File: config.mk
export PLATFORM = sky130hd
export DESIGN_NAME = upload_packer
export DESIGN_NICKNAME = d
export VERILOG_FILES = /design/src/rtl/upload_pkg.sv /design/src/rtl/sync_fifo.sv /design/src/rtl/upload_packer.sv
export SDC_FILE = /design/constraint.sdc
export NUM_CORES = 1
export LEC_CHECK = 0
export ABC_AREA = 0
export CAP_MARGIN = 20
export CORE_MARGIN = 2
export CORE_UTILIZATION = 51
export DETAILED_ROUTE_END_ITERATION = 16
export GPL_TIMING_DRIVEN = 1
export PLACE_DENSITY = 0.66
export SLEW_MARGIN = 15
export SYNTH_ARGS = -nofsm -noshare
export SYNTH_HDL_FRONTEND = slang
export SYNTH_SLANG_ARGS = --single-unit
File: constraint.sdc
create_clock -name clk -period 4.15 [get_ports clk]
set_input_delay 0.83 -clock clk [delete_from_list [all_inputs] [get_ports clk]]
set_output_delay 0.83 -clock clk [all_outputs]
set_load 0.03 [all_outputs]
File: src/rtl/upload_pkg.sv
// upload_pkg: constants, FSM states and packet field positions shared by the packer and the host decoder.
package upload_pkg;
    localparam logic [15:0] HDR_SYNC_DEF = 16'hA55A;
    localparam logic [15:0] TRL_SYNC_DEF = 16'h5AA5;
    localparam int SYNC_LSB = 48;
    localparam int CNT_LSB  = 32;
    localparam int LEN_LSB  = 16;
    localparam int CSUM_LSB = 0;
    typedef enum logic [2:0] {IDLE, HEADER, PAYLOAD, TRAILER, DONE} state_t;
    function automatic logic [63:0] header_word(input logic [15:0] sync, input logic [15:0] cnt, input logic [15:0] len);
        header_word = '0;
        header_word[SYNC_LSB +: 16] = sync;
        header_word[CNT_LSB +: 16] = cnt;
        header_word[LEN_LSB +: 16] = len;
    endfunction
    function automatic logic [63:0] trailer_word(input logic [15:0] sync, input logic [15:0] cnt, input logic [31:0] csum);
        trailer_word = '0;
        trailer_word[SYNC_LSB +: 16] = sync;
        trailer_word[CNT_LSB +: 16] = cnt;
        trailer_word[CSUM_LSB +: 32] = csum;
    endfunction
endpackage

File: src/rtl/sync_fifo.sv
// sync_fifo: single-clock FIFO with full/empty/fill flags and a synchronous flush.
module sync_fifo #(
    parameter int WIDTH = 64,
    parameter int DEPTH = 16
) (
    input  logic                     clk,
    input  logic                     rst_n,
    input  logic                     flush,
    input  logic                     wr,
    input  logic [WIDTH-1:0]         din,
    input  logic                     rd,
    output logic [WIDTH-1:0]         dout,
    output logic                     full,
    output logic                     empty,
    output logic [$clog2(DEPTH):0]   fill
);
    localparam int AW = $clog2(DEPTH);
    logic [WIDTH-1:0] mem [DEPTH];
    logic [AW-1:0] wp, rp;
    logic do_wr, do_rd;
    assign do_rd = rd && !empty;
    // a pop in the same cycle frees the slot, so a write into a full FIFO still lands
    assign do_wr = wr && (!full || do_rd);
    assign full  = fill[AW];
    assign empty = fill == '0;
    assign dout  = mem[rp];
    always_ff @(posedge clk) begin
        if (do_wr) mem[wp] <= din;
    end
    always_ff @(posedge clk or negedge rst_n) begin
        if (!rst_n) begin
            wp   <= '0;
            rp   <= '0;
            fill <= '0;
        end else if (flush) begin
            wp   <= '0;
            rp   <= '0;
            fill <= '0;
        end else begin
            if (do_wr) wp <= wp + 1'b1;
            if (do_rd) rp <= rp + 1'b1;
            fill <= fill + {{AW{1'b0}}, do_wr} - {{AW{1'b0}}, do_rd};
        end
    end
endmodule

File: src/rtl/upload_packer.sv
// upload_packer: frames the upload switcher stream into header / payload / checksum-trailer packets
// behind a valid/ready output register.
module upload_packer
    import upload_pkg::*;
#(
    parameter int          FRAME_WORDS = 256,
    parameter int          FIFO_DEPTH  = 16,
    parameter logic [15:0] HDR_SYNC    = HDR_SYNC_DEF,
    parameter logic [15:0] TRL_SYNC    = TRL_SYNC_DEF
) (
    input  logic        clk,
    input  logic        rst_n,
    input  logic        frame_start,
    input  logic [63:0] data_in,
    input  logic        data_valid_i,
    input  logic        ready_i,
    output logic [63:0] data_out,
    output logic        data_valid_o,
    output logic        frame_done,
    output logic        overflow,
    output logic [15:0] frame_cnt
);
    localparam logic [15:0] FW = 16'(FRAME_WORDS);
    localparam int AW = $clog2(FIFO_DEPTH);
    state_t state, nstate;
    logic [15:0] acc_cnt, pay_cnt;
    logic [31:0] csum, csum_next;
    logic [63:0] fifo_q;
    logic [AW:0] fill;
    logic full, empty, xfer, accept, pop, last, flush;
    assign xfer      = data_valid_o && ready_i;
    assign accept    = state != IDLE && data_valid_i && acc_cnt < FW;
    assign last      = state == PAYLOAD && xfer && pay_cnt == FW - 16'd1;
    // refill the output register as the header or a payload word leaves, or when it sits empty
    assign pop       = !empty && !last && (state == HEADER ? xfer : state == PAYLOAD && (!data_valid_o || ready_i));
    assign flush     = state == DONE && fill != '0;
    assign csum_next = csum ^ data_out[63:32] ^ data_out[31:0];
    sync_fifo #(.WIDTH(64), .DEPTH(FIFO_DEPTH)) u_fifo (
        .clk   (clk),
        .rst_n (rst_n),
        .flush (flush),
        .wr    (accept),
        .din   (data_in),
        .rd    (pop),
        .dout  (fifo_q),
        .full  (full),
        .empty (empty),
        .fill  (fill)
    );
    always_ff @(posedge clk or negedge rst_n) begin
        if (!rst_n) state <= IDLE;
        else        state <= nstate;
    end
    always_comb begin
        nstate = state;
        case (state)
            IDLE:    nstate = frame_start ? HEADER : IDLE;
            HEADER:  nstate = xfer ? PAYLOAD : HEADER;
            PAYLOAD: nstate = last ? TRAILER : PAYLOAD;
            TRAILER: nstate = xfer ? DONE : TRAILER;
            default: nstate = IDLE;
        endcase
    end
    always_ff @(posedge clk or negedge rst_n) begin
        if (!rst_n) begin
            data_out     <= '0;
            data_valid_o <= 1'b0;
            frame_done   <= 1'b0;
            overflow     <= 1'b0;
            frame_cnt    <= '0;
            acc_cnt      <= '0;
            pay_cnt      <= '0;
            csum         <= '0;
        end else begin
            frame_done <= state == TRAILER && xfer;
            overflow   <= overflow || (accept && full && !pop);
            if (state == IDLE && frame_start) begin
                data_out     <= header_word(HDR_SYNC, frame_cnt, FW);
                data_valid_o <= 1'b1;
                acc_cnt      <= '0;
                pay_cnt      <= '0;
                csum         <= '0;
            end else begin
                if (accept) acc_cnt <= acc_cnt + 16'd1;
                if (state == PAYLOAD && xfer) begin
                    pay_cnt <= pay_cnt + 16'd1;
                    csum    <= csum_next;
                end
                if (last) begin
                    data_out     <= trailer_word(TRL_SYNC, frame_cnt, csum_next);
                    data_valid_o <= 1'b1;
                end else if (pop) begin
                    data_out     <= fifo_q;
                    data_valid_o <= 1'b1;
                end else if (xfer) begin
                    data_valid_o <= 1'b0;
                end
            end
            if (state == DONE) frame_cnt <= frame_cnt + 16'd1;
        end
    end
endmodule

==> summary.txt, run 1 <==
GRT
  • Grt ovf: 0
  • Pin count of the biggest net entering global routing: 70
  • Number of global-route vias before repair: 25.1k
  • Number of antenna violations at the first check in global routing: 1
  • Wire length of the first global-routing pass: approximately 170000 µm
  • All-Layer GR Usage: about a quarter

Layout
  • Layout overhead on the synthesized area: 16.3%
  • Most frequent standard cell in the layout excluding fill and tap cells: edfxtp_1
  • Commonest non-fill, non-tap cells in the layout: edfxtp_1, mux4_2, dfrtp_1, clkdlybuf4s50_1, nor2_1
  • Count of filler cells inserted in the layout: 6445
  • Ant. Diodes: 0
  • Proportion of layout cells with a drive suffix above 1: 19.4%
  • # nets final: between 2k and 3k

Hold path
  • Worst Hold Class: in -> async

Clock network
  • Inserted Clock Buffers: 116
  • CTS Hold Bufs: 0
  • Clock transition at path regs: 0.06 ns
  • Buffer cell driving the clock tree root: clkbuf_16
  • Postcts setup bufs: 0
  • Number of clock sinks: 1186
  • TritonCTS clock tree: yes
  • CTS H-Tree Depth: 3
  • Max Root-Sink Buffers: 3
  • Post-CTS Resized: 0
  • Clock Latency Late Sink: a little over 0.7 ns

Worst setup path
  • Critical path data arrival time: 3.60 ns
  • Endpoint of the most critical register-to-register path: u_fifo.mem[14][46]
  • Worst path slowest cell: and4_4
  • Critical-path maximum fanout: 25
  • CP Capture Type: flop
  • Stages on the worst setup path: 11
  • Delay of the slowest cell on the worst path: 0.54 ns
  • Cell type with the highest occurrence count on the critical path: buf_4
  • Data required time of the critical path: 4.54 ns
  • Cell type group with the largest total delay on the critical path: buffers and inverters
  • CP Class: reg -> reg
  • Reg-to-reg critical path startpoint: u_fifo.fill[3]
  • Depth of the worst register-to-register path: 11
  • Count of buffer and inverter cells on the critical path: 5
  • Critical path cell sequence: inv_1, ha_1, nor4b_1, buf_4, a2111oi_4, o21ai_4, buf_4, a21oi_2, buf_4, and4_4, buf_4
  • CP Launch Type: flop
  • Worst setup slack for register-to-register paths: 0.94 ns

Detailed routing
  • DRT Wirelength: 114000 µm
  • DR pass1 iterations: 7
  • Number of violations reported at the end of detailed-routing iteration 0: roughly 2.7k
  • Vias: 25.0k
  • Count of antenna-violating nets left after detailed routing: 0
  • Number of remaining DRC errors: 0
  • Drt via density: ~6.3
  • Wire per inst: 28.8 µm

Floorplan
  • Width of the die: 307 µm
  • I/O pin count: roughly 150
  • Cell row count: 110
  • Initial standard-cell utilization of the core: 51.7%
  • Chip height: 307 µm
  • Die Outline Area: approximately 94000 µm²
  • Core footprint: roughly 90000 µm²

Timing
  • Worst-margin pin slew: ~1.1 ns
  • Min cycle time layout: 3.21 ns
  • Number of endpoints failing setup at the final stage: 0
  • Remaining max-slew budget at the tightest pin: 29.0%
  • Period utilization: between 70% and 80%
  • Worst slack on hold paths: roughly 0.13 ns
  • Final-layout setup total negative slack: 0 ns
  • Unrepaired setup endpoints after global routing: no
  • Setup ws final: 0.936 ns
  • Maximum frequency from static timing analysis: 311 MHz
  • Count of final hold-check violations: 0
  • Max-slew violations: 0
  • Setup clock skew after layout: roughly 0.040 ns

Status
  • Result of the run: complete, no violations

Placement
  • Number of input and output port buffers inserted: 151
  • Worst slack at placement: roughly 0.25 ns
  • Placed wire-length estimate: between 70000 and 80000 µm
  • Routability cong.: 0.845

Power and ir drop
  • Leakage power summed over all cells: between 15 and 20 nW
  • Power dissipated by switching net loads: 11.9 mW
  • VDD IR max: 0.421 mV
  • Comb power frac: 29.9%
  • Internal power component: between 20 and 25 mW
  • Power density relative to cell area: 675 nW/µm²
  • Switching share of total power: 32.5%
  • Register share of total power: 41.4%
  • Clock share of power: 28.7%

Yosys
  • Main flop type after synthesis: edfxtp_1
  • Mean Syn Cell Area: 19.0 µm²
  • Count of unique library cells instantiated by Yosys: 56
  • Post-synthesis instance area: 46700 µm²
  • Number of warnings reported in the yosys synthesis log: 0
  • Share of flip-flops with an asynchronous set or reset: 13.7%
  • Number of synthesized flops with an enable pin: 1024
  • Synthesized netlist net count: roughly 2.5k
  • Synthesis-stage register bit count: ~1.2k
  • Sequential-to-total area share from yosys stat: around three quarters
  • Gate Count Post-Synth: around 2.5k

Job
  • MaxCap Viol Count: 0
through the flow:
| stage | area, µm² | power, mW | utilization (%) | instances |
|---|---|---|---|---|
| after global placement | 50500 | 26.2 | 55.9 | 3745 |
| final | 54300 | 36.6 | 60.1 | 3963 |
| after CTS | 54300 | 36.9 | 60.1 | 3963 |
| after global routing | 54300 | 38.2 | 60.1 | 3963 |
| after detailed placement | 50500 | 26.4 | 55.9 | 3745 |
| after floorplan | 46700 | 22.2 | - | 2462 |
power groups by stage:
stage	combinational, mW	sequential (mW)	clock (mW)
5_1_grt	11.7	15.3	11.2
4_1_cts	11.0	15.2	10.7
3_5_place_dp	11.0	15.4	0
2_1_floorplan	6.89	15.4	0
6_report	10.9	15.2	10.5
3_3_place_gp	10.8	15.3	0
how the worst max path moves through the flow:
| stage | from | to | slack, ns |
|---|---|---|---|
| floorplan | ready_i | u_fifo.mem[10][0] | 0.15 |
| global placement | ready_i | u_fifo.fill[4] | 0.31 |
| detailed placement | ready_i | u_fifo.mem[14][46] | 0.25 |
| CTS | u_fifo.fill[3] | u_fifo.mem[14][46] | 0.91 |
| global route | u_fifo.fill[2] | u_fifo.mem[15][35] | 0.80 |
| finish | u_fifo.fill[3] | u_fifo.mem[14][46] | 0.94 |
routing by layer:
| layer | global-route usage, % | part of all wire [%] | vias up |
|---|---|---|---|
| met1 | 36.1 | 43 | 13300 |
| met5 | 0 | 0.0070 | - |
| li1 | - | - | 10500 |
| met4 | 6.59 | 2.1 | 2 |
| met3 | 4.05 | 7.4 | 162 |
| met2 | 38.5 | 48 | 1058 |
state kept, by name, summed over array words and instances (netlist names):
register,count
pay_cnt,16
u_fifo.fill,5
data_valid_o,1
u_fifo.rp,4
u_fifo.wp,4
u_fifo.mem,1024
acc_cnt,16
overflow,1
frame_cnt,16
csum,32
frame_done,1
data_out,64
state,2
cell type report:
cell class / instances / area [µm²] / area share, %
Multi-Input combinational cell: 1125 / 11400 / 20.9
Tap cell: 1176 / 1470 / 2.71
Inverter: 16 / 60.1 / 0.111
Clock inverter: 66 / 668 / 1.23
Clock buffer: 152 / 3160 / 5.82
Sequential cell: 1186 / 34800 / 64.1
Timing Repair Buffer: 242 / 2760 / 5.08
cells in the mapped netlist (2+ instances only):
cell / n / share of area (%)
edfxtp_1: 1024 / 66
mux4_2: 233 / 11
dfrtp_1: 162 / 8.7
nor2_1: 124 / 1.0
o21ai_0: 109 / 1.2
a22oi_1: 94 / 1.5
clkbuf_1: 90 / 0.72
xor2_1: 84 / 1.6
nand2_1: 75 / 0.60
mux2i_1: 66 / 1.4
a21oi_1: 57 / 0.61
a221oi_1: 32 / 0.60
nor4b_1: 32 / 0.60
a211o_1: 31 / 0.58
buf_2: 31 / 0.33
and2_1: 22 / 0.29
xnor2_1: 21 / 0.39
o211ai_1: 18 / 0.29
a22o_1: 17 / 0.32
inv_1: 15 / 0.12
ha_1: 14 / 0.38
nand4_1: 14 / 0.19
nand3_1: 13 / 0.14
buf_1: 11 / 0.088
a31oi_1: 8 / 0.11
and3_1: 8 / 0.11
nor2b_1: 7 / 0.094
nor3_1: 6 / 0.064
and4_1: 5 / 0.094
nor4_1: 5 / 0.067
a2111oi_2: 3 / 0.097
buf_4: 3 / 0.048
or3_1: 3 / 0.040
a311oi_1: 2 / 0.038
nand2b_1: 2 / 0.027
worst register-to-register path, stage by stage, from the launching register on:
cell       delay [ns]
dfrtp_1          0.36
inv_1            0.07
ha_1             0.17
nor4b_1          0.14
buf_4            0.16
a2111oi_4        0.36
o21ai_4          0.12
buf_4            0.26
a21oi_2          0.21
buf_4            0.18
and4_4           0.54
buf_4            0.33
cells by family after synthesis:
kind of cell             after synthesis  share of synthesized area [%]
XOR/XNOR                             105                           1.97
adder cells (fa/ha/maj)               15                          0.418
multiplexers                         300                           12.7
buffers and inverters                151                           1.32
AO/OA/AOI/OAI                        382                           5.56
AND/OR/NAND/NOR                      323                           3.47
flip-flops                          1186                           74.6
(Power assumes the default switching activity.)
==> run 2, diff against run 1 <==
--- a/config.mk
+++ b/config.mk
@@ -11,7 +11,7 @@
 export CORE_UTILIZATION = 51
 export DETAILED_ROUTE_END_ITERATION = 16
 export GPL_TIMING_DRIVEN = 1
-export PLACE_DENSITY = 0.66
+export PLACE_DENSITY = 0.69
 export SLEW_MARGIN = 15
 export SYNTH_ARGS = -nofsm -noshare
 export SYNTH_HDL_FRONTEND = slang
==> constraint.sdc (replaced) <==
create_clock -name clk -period 2.85 [get_ports clk]
set_input_delay 0.57 -clock clk [delete_from_list [all_inputs] [get_ports clk]]
set_output_delay 0.57 -clock clk [all_outputs]
set_load 0.03 [all_outputs]
==> summary.txt, run 2 (synthesis gave the netlist of run 1 again) <==
Status
  • Result of the run: finished, violations left
  • Violated checks: setup timing

Clock network
  • Inserted Clock Buffers: 117 (+0.86%)
  • Number of clock sinks: 1186 (unchanged)
  • Buffer cell driving the clock tree root: clkbuf_16
  • Clock transition at path regs: 0.06 ns (about the same)
  • Clock Latency Late Sink: 0.71 ns (about the same)
  • TritonCTS clock tree: yes
  • CTS H-Tree Depth: 3 (unchanged)
  • Max Root-Sink Buffers: 3 (unchanged)

Power and ir drop
  • Register share of total power: 40.2% (-1.2 points)
  • VDD IR max: 0.602 mV (+43%)
  • Final Total Pwr: 54.3 mW (+48%)
  • Power density relative to cell area: 976 nW/µm² (+45%)
  • Leakage power summed over all cells: 19.0 nW (+3.6%)
  • Comb power frac: 32.0% (+2.1 points)
  • Power dissipated by switching net loads: 17.6 mW (+48%)
  • Switching share of total power: 32.4% (-0.082 points)
  • Internal power component: 36.7 mW (+48%)
  • Clock share of power: 27.8% (-0.9 points)

Floorplan
  • Chip height: 307 µm (unchanged)
  • Width of the die: 307 µm (unchanged)
  • Cell row count: 110 (unchanged)
  • Initial standard-cell utilization of the core: 51.7% (unchanged)
  • Die Outline Area: 93900 µm² (unchanged)
  • I/O pin count: 152 (unchanged)
  • Core footprint: 90300 µm² (unchanged)

Worst setup path
  • Data required time of the critical path: 3.25 ns (-1.29 ns)
  • Startpoint of the worst setup timing path: u_fifo.fill[2]
  • Delay of the slowest cell on the worst path: 0.37 ns (-0.17 ns)
  • Cell type with the highest occurrence count on the critical path: buf_6
  • CP Capture Type: flop
  • Critical-path maximum fanout: 28 (+12%)
  • CP Class: reg -> reg
  • CP Launch Type: flop
  • Reg-to-reg critical path startpoint: u_fifo.fill[2]
  • Critical path cell sequence: inv_1, ha_1, nor4b_4, a2111oi_4, o21ai_4, buf_6, buf_6, a2111oi_2, buf_4, and2_4, buf_12
  • Critical path data arrival time: 3.28 ns (-0.32 ns)
  • Worst path slowest cell: a2111oi_2

Job
  • MaxCap Viol Count: 0 (unchanged)

GRT
  • Most utilized layer in the global route result: met2
  • Pin count of the biggest net entering global routing: 85 (+21%)
  • All-Layer GR Usage: 24.5% (+0.030 points)
  • Wire length of the first global-routing pass: 170000 µm (+0.47%)
  • Number of global-route vias before repair: 25.4k (+1.3%)
  • Met2 Resource Use GR: 40.0% (+1.6 points)
  • Met3 routing resource usage after global routing: 3.85% (-0.19 points)
  • Number of antenna violations at the first check in global routing: 0 (-1)
  • Grt ovf: 0 (unchanged)
  • Met1 track demand over resource: 34.5% (-1.6 points)

Layout
  • Ant. Diodes: 0 (unchanged)
  • Flip-flop count of the largest register, all copies and words added: 1024 (unchanged)
  • Flip-flop and latch area: 34800 µm² (about the same)
  • # nets final: 2870 (+3.6%)
  • Utilization after layout: 61.6% (+1.5 points)
  • Most frequent standard cell in the layout excluding fill and tap cells: edfxtp_1
  • Non-filler instance count after layout: 4064 (+2.5%)
  • Layout overhead on the synthesized area: 19.3%
  • Most flop-heavy register: u_fifo.mem
  • Commonest non-fill, non-tap cells in the layout: edfxtp_1, mux4_2, dfrtp_1, clkdlybuf4s50_1, clkbuf_16
  • Largest registers ranked by flip-flop count: u_fifo.mem: 1024 flops, data_out: 64 flops, csum: 32 flops
  • Count of filler cells inserted in the layout: 6263 (-2.8%)
  • Proportion of layout cells with a drive suffix above 1: 22.3% (+2.9 points)
  • Post-route cell area: 55700 µm² (+2.5%)
  • Multi-input logic area: 11400 µm² (+0.69%)

Detailed routing
  • Count of antenna-violating nets left after detailed routing: 0 (unchanged)
  • DR pass1 iterations: 6 (-1)
  • Vias: 25.3k (+1.5%)
  • Number of remaining DRC errors: 0 (unchanged)
  • Number of violations reported at the end of detailed-routing iteration 0: 3089 (+13%)
  • Wire per inst: 28.8 µm (-0.18%)
  • DRT Wirelength: 117000 µm (+2.4%)
  • Drt via density: 6.24 (-0.98%)

Timing
  • Setup ws final: -0.0372 ns (-0.974 ns)
  • Worst-margin pin slew: 0.844 ns (-0.210 ns)
  • Period utilization: 101% (+24 points)
  • Setup clock skew after layout: 0.0383 ns (-0.00138 ns)
  • Number of endpoints failing setup at the final stage: 224 (+224)
  • Worst slack on hold paths: 0.415 ns (+0.282 ns)
  • Final-layout setup total negative slack: -2.60 ns (-2.60 ns)
  • Max-slew violations: 0 (unchanged)
  • Unrepaired setup endpoints after global routing: yes
  • Maximum frequency from static timing analysis: 346 MHz (+11%)
  • Remaining max-slew budget at the tightest pin: 43.6% (+15 points)
  • Count of final hold-check violations: 0 (unchanged)
  • Min cycle time layout: 2.89 ns (-0.326 ns)

Placement
  • Placed cell area: 51100 µm² (+1.3%)
  • Routability cong.: 0.867 (+2.6%)
  • Placed wire-length estimate: 72400 µm (+3.3%)
  • Cell count after placement: 3812 (+1.8%)
  • Worst slack at placement: -0.461 ns (-0.712 ns)
  • Number of input and output port buffers inserted: 151 (unchanged)

Hold path
  • Worst Hold Class: in -> async
-- run 2: cell count changes in the layout (fill, tap and decap cells not counted), sizes merged --
cell,change
clkinv,+10
clkbuf,+15
inv,-5
clkinvlp,-3
bufinv,-1
buf,+84
dlygate4sd3,+1
-- run 2: worst paths after layout --
path / endpoint / slack [ns] / cells after the start
max: u_fifo.mem[11][54] / -0.04 / 11
min in group clk: acc_cnt[14] / 0.48 / 1
max in group asynchronous: acc_cnt[12] / 1.66 / 3
max reg2reg: u_fifo.mem[11][54] / -0.04 / 11
min reg2reg: acc_cnt[14] / 0.48 / 1
min: frame_done / 0.42 / 2
-- run 2: power by group through the flow --
stage          clock, mW  combinational, mW  sequential, mW
2_1_floorplan          0               10.1            22.3
3_3_place_gp           0               16.7            22.0
3_5_place_dp           0               16.9            22.1
4_1_cts             15.3               17.1            21.8
5_1_grt             16.0               18.5            21.9
6_report            15.1               17.4            21.8
-- run 2: critical path: cells and delay by family, from the launching register on --
| kind | cells | cell delay (ns) |
|---|---|---|
| flops | 1 | 0.35 |
| compound gates | 3 | 0.85 |
| fa+ha+maj | 1 | 0.21 |
| buf+inv | 5 | 0.75 |
| simple gates | 2 | 0.38 |
-- run 2: area by class of cell --
cell class | count | area share, %
clock buffer | 154 | 5.70
clock inverter | 67 | 1.13
inverter | 16 | 0.108
multi-input combinational | 1125 | 20.5
sequential | 1186 | 62.5
tap | 1176 | 2.64
timing repair buffer | 340 | 7.34
-- run 2: layer usage --
layer | routed length, µm | share of wire, %
met5 | 0 | 0
met4 | 2990 | 2.6
met3 | 8940 | 7.7
met2 | 57700 | 49
met1 | 47200 | 40
-- run 2: repair_timing --
action,CTS,global route
gates cloned,0,16
pin swaps,2,11
endpoints found under the hold margin,44,0
hold buffers,1,0
endpoints found under the setup margin,12,305
resized for setup,9,28
buffers inserted,0,14
==> run 3, diff against run 2 <==
--- a/config.mk
+++ b/config.mk
@@ -12,7 +12,7 @@
 export DETAILED_ROUTE_END_ITERATION = 16
 export GPL_TIMING_DRIVEN = 1
 export PLACE_DENSITY = 0.69
-export SLEW_MARGIN = 15
+export SLEW_MARGIN = 20
 export SYNTH_ARGS = -nofsm -noshare
 export SYNTH_HDL_FRONTEND = slang
 export SYNTH_SLANG_ARGS = --single-unit
==> summary.txt, run 3 (synthesis gave the netlist of run 1 again) <==
Layout
  • Largest registers ranked by flip-flop count: u_fifo.mem: 1024 flops, data_out: 64 flops, csum: 32 flops
  • # nets final: 2841 (-1.0%)
  • Layout overhead on the synthesized area: 17.9%
  • Flip-flop count of the largest register, all copies and words added: 1024 (unchanged)
  • Most frequent standard cell in the layout excluding fill and tap cells: edfxtp_1
  • Ant. Diodes: 0 (unchanged)
  • Commonest non-fill, non-tap cells in the layout: edfxtp_1, mux4_2, dfrtp_1, clkdlybuf4s50_1, nor2_1
  • Proportion of layout cells with a drive suffix above 1: 22.0% (-0.29 points)
  • Non-filler instance count after layout: 4029 (-0.86%)
  • Post-route cell area: 55000 µm² (-1.1%)
  • Utilization after layout: 61.0% (-0.68 points)
  • Most flop-heavy register: u_fifo.mem

Placement
  • Cell count after placement: 3811 (-0.026%)
  • Number of input and output port buffers inserted: 151 (unchanged)
  • Placed cell area: 51100 µm² (about the same)
  • Routability cong.: 0.867 (unchanged)
  • Placed wire-length estimate: 72300 µm (-0.18%)

Floorplan
  • Core footprint: 90300 µm² (unchanged)
  • Initial standard-cell utilization of the core: 51.7% (unchanged)
  • I/O pin count: 152 (unchanged)
  • Width of the die: 307 µm (unchanged)
  • Cell row count: 110 (unchanged)
  • Die Outline Area: 93900 µm² (unchanged)
  • Chip height: 307 µm (unchanged)

Clock network
  • Number of clock sinks: 1186 (unchanged)
  • Buffer cell driving the clock tree root: clkbuf_16
  • CTS H-Tree Depth: 3 (unchanged)
  • Clock transition at path regs: 0.06 ns (about the same)
  • Max Root-Sink Buffers: 3 (unchanged)
  • TritonCTS clock tree: yes
  • Inserted Clock Buffers: 114 (-2.6%)
  • Clock Latency Late Sink: 0.70 ns (about the same)

GRT
  • Number of global-route vias before repair: 25.4k (+0.098%)
  • Grt ovf: 0 (unchanged)
  • Pin count of the biggest net entering global routing: 85 (unchanged)
  • Number of antenna violations at the first check in global routing: 1 (+1)
  • Wire length of the first global-routing pass: 169000 µm (-0.60%)
  • All-Layer GR Usage: 24.4% (-0.16 points)

Timing
  • Remaining max-slew budget at the tightest pin: 42.6% (-1.1 points)
  • Max-slew violations: 0 (unchanged)
  • Worst-margin pin slew: 0.859 ns (+0.0148 ns)
  • Maximum frequency from static timing analysis: 354 MHz (+2.3%)
  • Min cycle time layout: 2.82 ns (-0.0646 ns)
  • Number of endpoints failing setup at the final stage: 0 (-100%)
  • Setup clock skew after layout: 0.0484 ns (+0.0101 ns)
  • Period utilization: 99.0% (-2.3 points)
  • Count of final hold-check violations: 0 (unchanged)

Detailed routing
  • Number of violations reported at the end of detailed-routing iteration 0: 3046 (-1.4%)
  • Drt via density: 6.24 (+0.14%)
  • Wire per inst: 28.3 µm (-1.6%)
  • Vias: 25.2k (-0.72%)
  • DR pass1 iterations: 6 (unchanged)
  • Count of antenna-violating nets left after detailed routing: 0 (unchanged)
  • Number of remaining DRC errors: 0 (unchanged)
  • DRT Wirelength: 114000 µm (-2.4%)

Worst setup path
  • Cell type with the highest occurrence count on the critical path: a2111oi_4
  • CP Class: reg -> reg
  • Delay of the slowest cell on the worst path: 0.41 ns (+0.04 ns)
  • Critical path data arrival time: 3.18 ns (-0.10 ns)
  • Data required time of the critical path: 3.21 ns (-0.04 ns)
  • CP Capture Type: flop
  • Critical path cell sequence: inv_2, ha_2, nor4b_4, a2111oi_4, o21ai_4, buf_6, a2111oi_4, buf_4, and2_4, buf_12
  • Worst path slowest cell: a2111oi_4
  • CP Launch Type: flop
  • Critical-path maximum fanout: 16 (-43%)

Job
  • MaxCap Viol Count: 0 (unchanged)

Power and ir drop
  • Power density relative to cell area: 982 nW/µm² (+0.66%)
  • Leakage power summed over all cells: 18.7 nW (-1.3%)
  • VDD IR max: 0.702 mV (+17%)

Status
  • Result of the run: complete, no violations

Hold path
  • Worst Hold Class: in -> async
run 3: cell types whose count changed in the layout (fill, tap and decap cells not counted), moves of 2 or more:
cell | previous run | this run
buf_12 | 66 | 60
bufinv_16 | 9 | 13
buf_8 | 2 | 0
clkbuf_8 | 4 | 2
inv_2 | 5 | 7
clkinv_1 | 24 | 21
clkbuf_1 | 30 | 16
clkinv_2 | 23 | 31
buf_16 | 2 | 0
inv_6 | 1 | 4
inv_1 | 11 | 9
buf_4 | 94 | 97
clkbuf_16 | 133 | 116
buf_6 | 12 | 6
run 3: final timing paths:
path                            slack, ns            from                  to  cells after the start
worst max-delay path                 0.03  u_fifo.fill[2]  u_fifo.mem[10][34]                     10
worst min-delay path                 0.41           rst_n            state[1]                      2
worst max register to register       0.03  u_fifo.fill[2]  u_fifo.mem[10][34]                     10
worst min register to register       0.48     acc_cnt[14]         acc_cnt[14]                      1
max in group asynchronous            1.68           rst_n             csum[3]                      3
min in group clk                     0.48     acc_cnt[14]         acc_cnt[14]                      1
run 3: worst max-delay path, delay by kind of cell (launching register included):
kind                       cells  cell delay [ns]
and+or+nand+nor                2             0.45
AOI/OAI and AO/OA              3             0.88
buffers and inverters          4             0.60
adders and majority gates      1             0.18
DFF                            1             0.37
run 3: what timing repair did:
action,in CTS,in global routing
gates resized for setup,4,20
hold endpoints to repair,44,0
hold buffers,1,0
setup endpoints to repair,19,305
pin swaps,0,9
setup buffers,0,5
run 3: power breakdown:
part	switching, mW	internal [mW]	leakage, nW
Sequential	1.40	20.4	11.3
Clock	6.44	8.67	1.85
Combinational	9.65	7.49	5.54
run 3: metal layers:
layer / GRT usage, % / up-vias / routed length, µm / share of wire [%]
met2: 39.7 / 1100 / 56100 / 49
met3: 3.47 / 168 / 7800 / 6.8
met4: 7.40 / 0 / 2970 / 2.6
li1: - / 10600 / - / -
met5: 0 / - / 0 / 0
met1: 34.6 / 13300 / 47100 / 41
run 3: layout make-up:
class,instances,area [µm²]
Sequential cell,1186,34800
Clock buffer,134,2990
Clock inverter,78,761
Inverter,16,60.1
Multi-Input combinational cell,1125,11400
Fill cell,6289,35200
Tap cell,1176,1470
Timing Repair Buffer,314,3510
run 3: stage by stage:
| step | setup TNS, ns | hold WS, ns | setup slack (ns) | power [mW] |
|---|---|---|---|---|
| 6_report | 0 | 0.410 | 0.0274 | 54.1 |
| 5_1_grt | -0.0292 | 0.430 | -0.0292 | 56.2 |
| 3_3_place_gp | -275.88 | 0.471 | -0.532 | 38.7 |
| 2_1_floorplan | -71.03 | 0.274 | -0.286 | 32.4 |
| 4_1_cts | -0.0228 | 0.397 | -0.0228 | 54.2 |
| 3_5_place_dp | -314.70 | 0.473 | -0.452 | 39.1 |
